[src/rtl/ral_regs_pkg.sv]
// Shared register-map constants, reset values and decode types for the RAL register block.
package ral_regs_pkg;

  // Word-aligned byte addresses of the mapped registers
  localparam logic [31:0] ADDR_CTRL   = 32'h0000_0000;
  localparam logic [31:0] ADDR_CFG    = 32'h0000_0004;
  localparam logic [31:0] ADDR_DATA   = 32'h0000_0008;
  localparam logic [31:0] ADDR_STATUS = 32'h0000_000C;
  localparam logic [31:0] ADDR_ID     = 32'h0000_0010;

  // Reset values of the read/write registers
  localparam logic [31:0] RST_CTRL = 32'h0000_0000;
  localparam logic [31:0] RST_CFG  = 32'h0000_0000;
  localparam logic [31:0] RST_DATA = 32'h0000_0000;

  // Defaults for the top-level parameters
  localparam logic [31:0] CFG_MASK_DEFAULT = 32'h0000_FFFF;
  localparam logic [31:0] ID_VALUE_DEFAULT = 32'h5241_4C01;

  typedef enum logic [2:0] {
    SEL_CTRL,
    SEL_CFG,
    SEL_DATA,
    SEL_STATUS,
    SEL_ID,
    SEL_NONE
  } reg_sel_e;

  // Only writes that land in a read/write register are accepted and counted
  function automatic logic is_rw(reg_sel_e sel);
    return (sel == SEL_CTRL) || (sel == SEL_CFG) || (sel == SEL_DATA);
  endfunction

endpackage

[src/rtl/modport_reg_block_if.sv]
// Single-cycle write / registered-read register bus.
interface modport_reg_block_if #(
  parameter int ADDR_W = 32,
  parameter int DATA_W = 32
);

  logic [ADDR_W-1:0] addr;
  logic              wr_en;
  logic [DATA_W-1:0] wdata;
  logic [DATA_W-1:0] rdata;

  modport master (
    output addr,
    output wr_en,
    output wdata,
    input  rdata
  );

  modport slave (
    input  addr,
    input  wr_en,
    input  wdata,
    output rdata
  );

endinterface

[src/rtl/modport_reg_block.sv]
// Memory-mapped register block: CTRL/CFG/DATA storage, accepted-write counter, constant ID,
// and a registered read port.
module modport_reg_block
  import ral_regs_pkg::*;
#(
  parameter int              ADDR_W   = 32,
  parameter int              DATA_W   = 32,
  parameter logic [DATA_W-1:0] ID_VALUE = DATA_W'(ID_VALUE_DEFAULT),
  parameter logic [DATA_W-1:0] CFG_MASK = DATA_W'(CFG_MASK_DEFAULT)
) (
  input logic                clk,
  input logic                reset,
  modport_reg_block_if.slave bus
);

  reg_sel_e          sel;
  logic [DATA_W-1:0] rd_val;

  logic [DATA_W-1:0] ctrl_q;
  logic [DATA_W-1:0] cfg_q;
  logic [DATA_W-1:0] data_q;
  logic [15:0]       wr_cnt_q;
  logic [DATA_W-1:0] rdata_q;

  // Full-address compare: misaligned and out-of-range addresses fall through to SEL_NONE
  always_comb begin
    sel = SEL_NONE;
    case (bus.addr)
      ADDR_W'(ADDR_CTRL):   sel = SEL_CTRL;
      ADDR_W'(ADDR_CFG):    sel = SEL_CFG;
      ADDR_W'(ADDR_DATA):   sel = SEL_DATA;
      ADDR_W'(ADDR_STATUS): sel = SEL_STATUS;
      ADDR_W'(ADDR_ID):     sel = SEL_ID;
      default:              sel = SEL_NONE;
    endcase
  end

  // Read mux over pre-edge register contents; unmapped reads return zero
  always_comb begin
    rd_val = '0;
    case (sel)
      SEL_CTRL:   rd_val = ctrl_q;
      SEL_CFG:    rd_val = cfg_q;
      SEL_DATA:   rd_val = data_q;
      SEL_STATUS: rd_val = DATA_W'(wr_cnt_q);
      SEL_ID:     rd_val = ID_VALUE;
      default:    rd_val = '0;
    endcase
  end

  // Register storage and write counter; reset wins over a coincident write
  always_ff @(posedge clk) begin
    if (reset) begin
      ctrl_q   <= DATA_W'(RST_CTRL);
      cfg_q    <= DATA_W'(RST_CFG);
      data_q   <= DATA_W'(RST_DATA);
      wr_cnt_q <= '0;
    end else if (bus.wr_en) begin
      case (sel)
        SEL_CTRL: ctrl_q <= bus.wdata;
        SEL_CFG:  cfg_q  <= bus.wdata & CFG_MASK;
        SEL_DATA: data_q <= bus.wdata;
        default:  ;
      endcase
      if (is_rw(sel)) begin
        wr_cnt_q <= wr_cnt_q + 16'd1;
      end
    end
  end

  // Registered read data; holds its value across write cycles
  always_ff @(posedge clk) begin
    if (reset) begin
      rdata_q <= '0;
    end else if (!bus.wr_en) begin
      rdata_q <= rd_val;
    end
  end

  assign bus.rdata = rdata_q;

endmodule

[src/flat_wrapper.sv]
// flat-port wrapper written by rule: the top's interface ports become plain ports
module modport_reg_block_flat import ral_regs_pkg::*;
#(
  parameter int              ADDR_W   = 32,
  parameter int              DATA_W   = 32,
  parameter logic [DATA_W-1:0] ID_VALUE = DATA_W'(ID_VALUE_DEFAULT),
  parameter logic [DATA_W-1:0] CFG_MASK = DATA_W'(CFG_MASK_DEFAULT)
)
  (clk, reset, bus_addr, bus_wr_en, bus_wdata, bus_rdata);
  modport_reg_block_if #(.ADDR_W(ADDR_W), .DATA_W(DATA_W)) bus_i ();
  input logic clk;
  input logic reset;
  input wire logic [$bits(bus_i.addr)-1:0] bus_addr;
  input wire logic [$bits(bus_i.wr_en)-1:0] bus_wr_en;
  input wire logic [$bits(bus_i.wdata)-1:0] bus_wdata;
  output wire logic [$bits(bus_i.rdata)-1:0] bus_rdata;
  assign bus_i.addr = bus_addr;
  assign bus_i.wr_en = bus_wr_en;
  assign bus_i.wdata = bus_wdata;
  assign bus_rdata = bus_i.rdata;
  modport_reg_block #(.ADDR_W(ADDR_W), .DATA_W(DATA_W), .ID_VALUE(ID_VALUE), .CFG_MASK(CFG_MASK)) u_core (.clk(clk), .reset(reset), .bus(bus_i));
endmodule
[config.mk]
export PLATFORM = sky130hd
export DESIGN_NAME = modport_reg_block_flat
export DESIGN_NICKNAME = d
export VERILOG_FILES = /design/src/rtl/ral_regs_pkg.sv /design/src/rtl/modport_reg_block_if.sv /design/src/rtl/modport_reg_block.sv /design/src/flat_wrapper.sv
export SDC_FILE = /design/constraint.sdc
export NUM_CORES = 1
export LEC_CHECK = 0
export CAP_MARGIN = 5
export CORE_UTILIZATION = 40
export DETAILED_ROUTE_END_ITERATION = 10
export GPL_TIMING_DRIVEN = 0
export PLACE_DENSITY_LB_ADDON = 0.3
export SLEW_MARGIN = 20
export SYNTH_ARGS = -nofsm -noshare
export SYNTH_HDL_FRONTEND = slang
export SYNTH_SLANG_ARGS = --single-unit
[constraint.sdc]
create_clock -name clk -period 3.9 [get_ports clk]
set_clock_uncertainty 0.2 [all_clocks]
set_input_delay 0.78 -clock clk [delete_from_list [all_inputs] [get_ports clk]]
set_output_delay 0.78 -clock clk [all_outputs]
set_load 0.005 [all_outputs]
==> results.toml, run 1 <==
[yosys]
synthMuxAreaShare_pct = 9.72
syn-num-nets = 663
synth-compound-area-share_pct = 16.3
ys_seq_elements = 128
syn_area_per_cell_um2 = 8.98
synth_cell_types = 42
postSynthCellCount = 595
seq_area_frac_synth_pct = 48.0
yosys.area_share.xor_xnor_pct = 0.820
synthAdderAreaFrac_pct = 0.234
synth_top_family_by_area = "simple AND/OR/NAND/NOR gates"
synthSimpleGateAreaFrac_pct = 20.8
yosys_warnings = 0
netlist_area_um2 = 5340

[min_path]
whs_endpoint = "u_core.ctrl_q[10]"
hp-class = "flip-flop to flip-flop"
hold_depth = 2
hp-start = "u_core.ctrl_q[10]"

[power]
power.total_w = 0.00298
power.density_nw_per_um2 = 420
max-vdd-ir-drop_v = 0.000318
power_leakage_nw = 2.48

[floorplan]
die_w_um = 118
design.portCount = 99
core.rowCount = 41
die_h_um = 118
initial_utilization_pct = 41.7
dieArea_um2 = 13800
coreArea_um2 = 12800

[worst_setup_path]
rr_startpoint = "u_core.wr_cnt_q[3]"
crit_buf_inv = 3
required_ns = 4.05
start_kind = "input port"
critical_path_class = "input port to flip-flop"
critPathMaxStageDelay_ns = 0.70
slowest_stage = "nor4_1"
cp_max_fo = 10
crit_arrival_ns = 3.63
crit_chain = "clkdlybuf4s50_1 > nor4_1 > nand4_1 > nor2_1 > and3_1 > clkbuf_2 > buf_2 > a22o_1"
endpoint_kind = "flip-flop"
r2r_slack_ns = 1.45
critPathTopFamily = "simple AND/OR/NAND/NOR gates"
timing.reg2reg.worst_path_depth = 6
r2r_end = "u_core.wr_cnt_q[11]"

[run_status]
status = "finished, final reports clean"

[clock_network]
hold_buffers = 0
cts_buffers = 17
clkSinkCount = 128
path_clk_slew_ns = 0.05
clockRootBuffer = "clkbuf_16"
clk_path_buf_depth = 2
clk_latency_ns = 0.41
htree_levels = 4
cts_resized = 0
post-cts-setup-buffers = 0
cts_tree = "built"

[global_routing]
track_usage_pct = 23.3
antenna_found_initial = 0
grt_pass1_vias = 4956
grt.overflow.total = 0
grt_pass1_wl_mm = 25.1
grt_max_degree = 17

[finish]
nets = 779
antenna_cells = 0
drive_gt1_share_pct = 8.73
final_cell_area_um2 = 7090
area_growth_pct = 32.8
nFillCells = 1140

[routing]
dr.first_iter.drc_count = 448
wirelength_mm = 15.7
wl_met1_mm = 6.38
drtAntennaViolNets = 0
via_per_inst = 5.65
drtPass1Iterations = 6
wl_per_cell_um = 17.5
highest_layer = "met4"
drc = 0
dr_wl_met2_mm = 7.77
via_count = 5047
route.met3.wl_mm = 1.05

[sta]
setup_viol_count_final = 0
tns_ns = 0
tightest_slew_ns = 0.831
max_freq_mhz = 287
fin_crit_sh_pct = 89.3
rsz0062_at_grt = "false"
drv_slew = 0
relSlewSlack_pct = 44.6
hold_viol = 0
min_period_ns = 3.48
hold_slack_ns = 0.252

[placement]
place_hpwl_mm = 11.2
io_buffers = 97
gp_congestion = 0.870
dpl_cell_area_um2 = 6530

[job]
max_cap_viol_count = 0
-- worst reg2reg max path: cells and delay by family, from the launching register on --
kind	cells	cell delay, ns
and+or+nand+nor	4	1.30
DFF	1	0.46
buffers and inverters	1	0.26
AOI/OAI and AO/OA	1	0.16
-- routing by layer --
layer	GRT usage (%)	vias up
met4	12.5	0
met2	39.6	241
met5	0	-
met3	4.65	39
met1	27.6	2414
li1	-	2353
-- state kept, by name, indices dropped and copies added (netlist names) --
register	cells
u_core.wr_cnt_q	16
u_core.ctrl_q	32
u_core.data_q	32
u_core.cfg_q	16
u_core.bus.rdata	32
-- cell usage after synthesis --
cell	n	area share (%)
a211oi_1	1	0.14
a21oi_1	75	7.0
a221oi_1	1	0.16
a22o_1	27	4.4
a31o_2	3	0.49
a31oi_1	3	0.35
a32o_1	12	2.2
and2_1	2	0.23
and3_1	4	0.47
and4_1	4	0.66
buf_1	2	0.14
buf_2	9	0.84
buf_4	3	0.42
clkbuf_1	31	2.2
clkbuf_2	1	0.094
dfxtp_1	128	48
ha_1	1	0.23
inv_1	6	0.42
mux2_2	1	0.21
mux2i_1	17	3.2
mux4_2	15	6.3
nand2_1	143	10
nand2b_1	2	0.23
nand3_1	6	0.56
nand3b_1	4	0.56
nand4_1	8	0.94
nand4_2	1	0.23
nor2_1	34	2.4
nor2b_1	2	0.23
nor3_1	4	0.37
nor3_2	1	0.19
nor4_1	11	1.3
nor4_4	1	0.40
nor4bb_1	1	0.19
o21ai_0	7	0.66
o31ai_1	6	0.84
or2_2	1	0.12
or3_1	3	0.35
or3b_1	1	0.16
or4_1	7	0.98
or4_4	1	0.21
xnor2_1	5	0.82
-- power breakdown --
part,internal (W),switching (W),leakage (nW)
logic,0.0000760,0.0000756,1.17
registers,0.00131,0.000000226,1.03
clock network,0.000981,0.000541,0.276
-- how the worst max path moves through the flow --
stage,to,start,cells past startpoint
after floorplan,u_core.bus.rdata[0],bus_addr[1],5
after global placement,u_core.bus.rdata[24],bus_addr[12],8
after detailed placement,u_core.bus.rdata[29],bus_addr[12],8
after CTS,u_core.bus.rdata[29],bus_addr[12],8
after global routing,u_core.bus.rdata[27],bus_addr[13],8
final,u_core.bus.rdata[29],bus_addr[13],8
-- logic make-up (layout without fill, tap and decap cells) --
kind of cell | count (synthesis) | after routing
AO/OA/AOI/OAI | 135 | 135
adder cells (fa/ha/maj) | 1 | 1
XOR/XNOR | 5 | 5
buffers and inverters | 52 | 179
multiplexers | 33 | 33
flip-flops | 128 | 128
AND/OR/NAND/NOR | 241 | 241
-- stage by stage --
step / instances / utilization, % / setup slack [ns]
6_report: 894 / 55.3 / 0.417
5_1_grt: 894 / 55.3 / 0.237
4_1_cts: 894 / 55.3 / 0.468
3_5_place_dp: 864 / 50.9 / 0.0456
3_3_place_gp: 864 / 50.9 / 0.118
2_1_floorplan: 595 / - / 1.22
-- area by class of cell --
| cell class | count | area (um^2) | area share [%] |
|---|---|---|---|
| sequential | 128 | 2560 | 36.1 |
| buffer | 46 | 196 | 2.77 |
| multi-input combinational | 415 | 2560 | 36.1 |
| timing repair buffer | 97 | 971 | 13.7 |
| clock inverter | 6 | 82.6 | 1.16 |
| tap | 172 | 215 | 3.03 |
| inverter | 6 | 22.5 | 0.318 |
| clock buffer | 24 | 482 | 6.79 |
-- placed cells by master (no fill, tap or decap), drive strengths merged, types with 2 or more instances in the layout --
cell / n
nand2: 143
dfxtp: 128
clkdlybuf4s50: 97
a21oi: 75
clkbuf: 56
nor2: 34
a22o: 27
mux2i: 17
mux4: 15
buf: 14
a32o: 12
nor4: 12
nand4: 9
or4: 8
o21ai: 7
nand3: 6
inv: 6
o31ai: 6
xnor2: 5
nor3: 5
and4: 4
and3: 4
nand3b: 4
or3: 3
a31oi: 3
a31o: 3
clkinv: 3
nand2b: 2
nor2b: 2
and2: 2
bufinv: 2
No activity file was read; power rests on OpenSTA's default activity.
==> run 2, diff against run 1 <==
--- a/config.mk
+++ b/config.mk
@@ -9,7 +9,7 @@
 export CORE_UTILIZATION = 40
 export DETAILED_ROUTE_END_ITERATION = 10
 export GPL_TIMING_DRIVEN = 0
-export PLACE_DENSITY_LB_ADDON = 0.3
+export PLACE_DENSITY_LB_ADDON = 0.15
 export SLEW_MARGIN = 20
 export SYNTH_ARGS = -nofsm -noshare
 export SYNTH_HDL_FRONTEND = slang
==> run 2 against run 1 <==
Critical path type unchanged. Design area fell by 0.18%. Utilization shrank 0.098 points. Sequential share of layout area grew 0.064 points. Wire length increased by 0.11%. Register-to-register slack hardly changed. Setup slack got worse by 0.12 ns. Flip-flop and latch count unchanged. Clock-buffer cell count shrank 2. Via count decreased by 2.7%. Cell count shrank 0.11%. Combinational power is essentially flat.
==> results.toml, run 2 (synthesis results as in run 1) <==
[run_status]
status = "finished, final reports clean"

[global_routing]
grt_max_degree = 17
grt_pass1_vias = 4772
grt_pass1_wl_mm = 25.1
antenna_found_initial = 0
track_usage_pct = 23.4
grt.overflow.total = 0

[min_path]
hp-class = "flip-flop to flip-flop"

[worst_setup_path]
critPathMaxStageDelay_ns = 0.74
critPathTopFamily = "simple AND/OR/NAND/NOR gates"
slowest_stage = "nor4_1"
cp_max_fo = 10
crit_arrival_ns = 3.75
start_kind = "input port"
endpoint_kind = "flip-flop"
crit_buf_inv = 2
critical_path_class = "input port to flip-flop"
crit_chain = "clkdlybuf4s50_1 > nor4_1 > nand4_1 > nor2_1 > clkbuf_1 > a32o_1"
required_ns = 4.05

[floorplan]
design.portCount = 99
coreArea_um2 = 12800
die_w_um = 118
initial_utilization_pct = 41.7
die_h_um = 118
dieArea_um2 = 13800
core.rowCount = 41

[finish]
area_growth_pct = 32.5
layout_common_cells = "nand2_1, dfxtp_1, clkdlybuf4s50_1, a21oi_1"
drive_gt1_share_pct = 8.74
seq_area_um2 = 2560
nets = 779
layout_commonest_cell = "nand2_1"
nFillCells = 1182
multi_input_area_um2 = 2560
final_cell_area_um2 = 7080
antenna_cells = 0

[placement]
post-place-ws_ns = -0.00142
dpl_cell_area_um2 = 6530
gp_congestion = 0.810
place_hpwl_mm = 11.4
io_buffers = 97

[power]
power.density_nw_per_um2 = 419
power.total_w = 0.00296
power_leakage_nw = 2.47
max-vdd-ir-drop_v = 0.000293

[clock_network]
clkSinkCount = 128
path_clk_slew_ns = 0.05
clk_path_buf_depth = 2
cts_tree = "built"
cts_resized = 0
clk_latency_ns = 0.41
post-cts-setup-buffers = 0
htree_levels = 4
cts_buffers = 17
clockRootBuffer = "clkbuf_16"
hold_buffers = 0

[job]
max_cap_viol_count = 0

[routing]
via_count = 4912
drtAntennaViolNets = 0
drc = 0
dr.first_iter.drc_count = 359
wl_per_cell_um = 17.6
drtPass1Iterations = 7
wirelength_mm = 15.7
via_per_inst = 5.50

[sta]
relSlewSlack_pct = 43.5
drv_slew = 0
min_period_ns = 3.60
max_freq_mhz = 277
setup_viol_count_final = 0
rsz0062_at_grt = "false"
fin_crit_sh_pct = 92.4
hold_viol = 0
worst_slack_ns = 0.295
tightest_slew_ns = 0.840
## run 2: cell types whose count changed in the layout (fill, tap and decap cells not counted)
cell / change
clkinv_2: +1
clkbuf_1: -1
clkbuf_8: -1
## run 2: power by group
group,switching [W],internal [W],total [W]
clock network,0.000546,0.000958,0.00150
registers,0.000000262,0.00131,0.00131
logic,0.0000756,0.0000760,0.000152
## run 2: final timing paths
kind / from / to / slack [ns] / depth (start not counted)
min reg2reg: u_core.ctrl_q[2] / u_core.ctrl_q[2] / 0.25 / 2
min: u_core.ctrl_q[2] / u_core.ctrl_q[2] / 0.25 / 2
max: bus_addr[12] / u_core.bus.rdata[8] / 0.30 / 6
max reg2reg: u_core.wr_cnt_q[3] / u_core.wr_cnt_q[12] / 1.45 / 6
## run 2: layout make-up
type	count	area share, %
Inverter	6	0.318
Clock buffer	22	6.56
Clock inverter	7	1.24
Multi-Input combinational cell	415	36.2
Sequential cell	128	36.2
Buffer	46	2.77
Tap cell	172	3.04
Timing Repair Buffer	97	13.7
## run 2: routing by layer
metal | share of wire, % | track usage (%)
met1 | 42 | 28.1
met2 | 50 | 40.5
met3 | 5.4 | 5.38
met4 | 2.5 | 9.29
met5 | 0 | 0
## run 2: worst min-delay path: cells and delay by family, from the launching register on
family / cells / cell delay, ns
AOI/OAI and AO/OA: 1 / 0.05
and+or+nand+nor: 1 / 0.05
DFF: 1 / 0.30
## run 2: through the flow
step	instances	hold WS, ns	TNS (ns)	util (%)
finish	893	0.250	0	55.2
global route	893	0.266	0	55.2
CTS	893	0.251	0	55.2
global placement	864	0.235	0	50.9
detailed placement	864	0.243	-0.00142	50.9
floorplan	595	0.229	0	-
==> run 3, diff against run 2 <==
==> constraint.sdc (replaced) <==
create_clock -name clk -period 4.7 [get_ports clk]
set_clock_uncertainty 0.2 [all_clocks]
set_input_delay 0.94 -clock clk [delete_from_list [all_inputs] [get_ports clk]]
set_output_delay 0.94 -clock clk [all_outputs]
set_load 0.005 [all_outputs]
==> results of run 3 <==
The final DEF is identical to that of run 2. Status: finished, final reports clean.
Among the figures that moved: setup slack after placement -0.00142 ns -> 0.639 ns; setup slack after layout 0.295 ns -> 0.935 ns; register-to-register setup slack 1.45 ns -> 2.25 ns; total power 0.00296 W -> 0.00246 W; worst IR drop on VDD 0.000293 V -> 0.000243 V
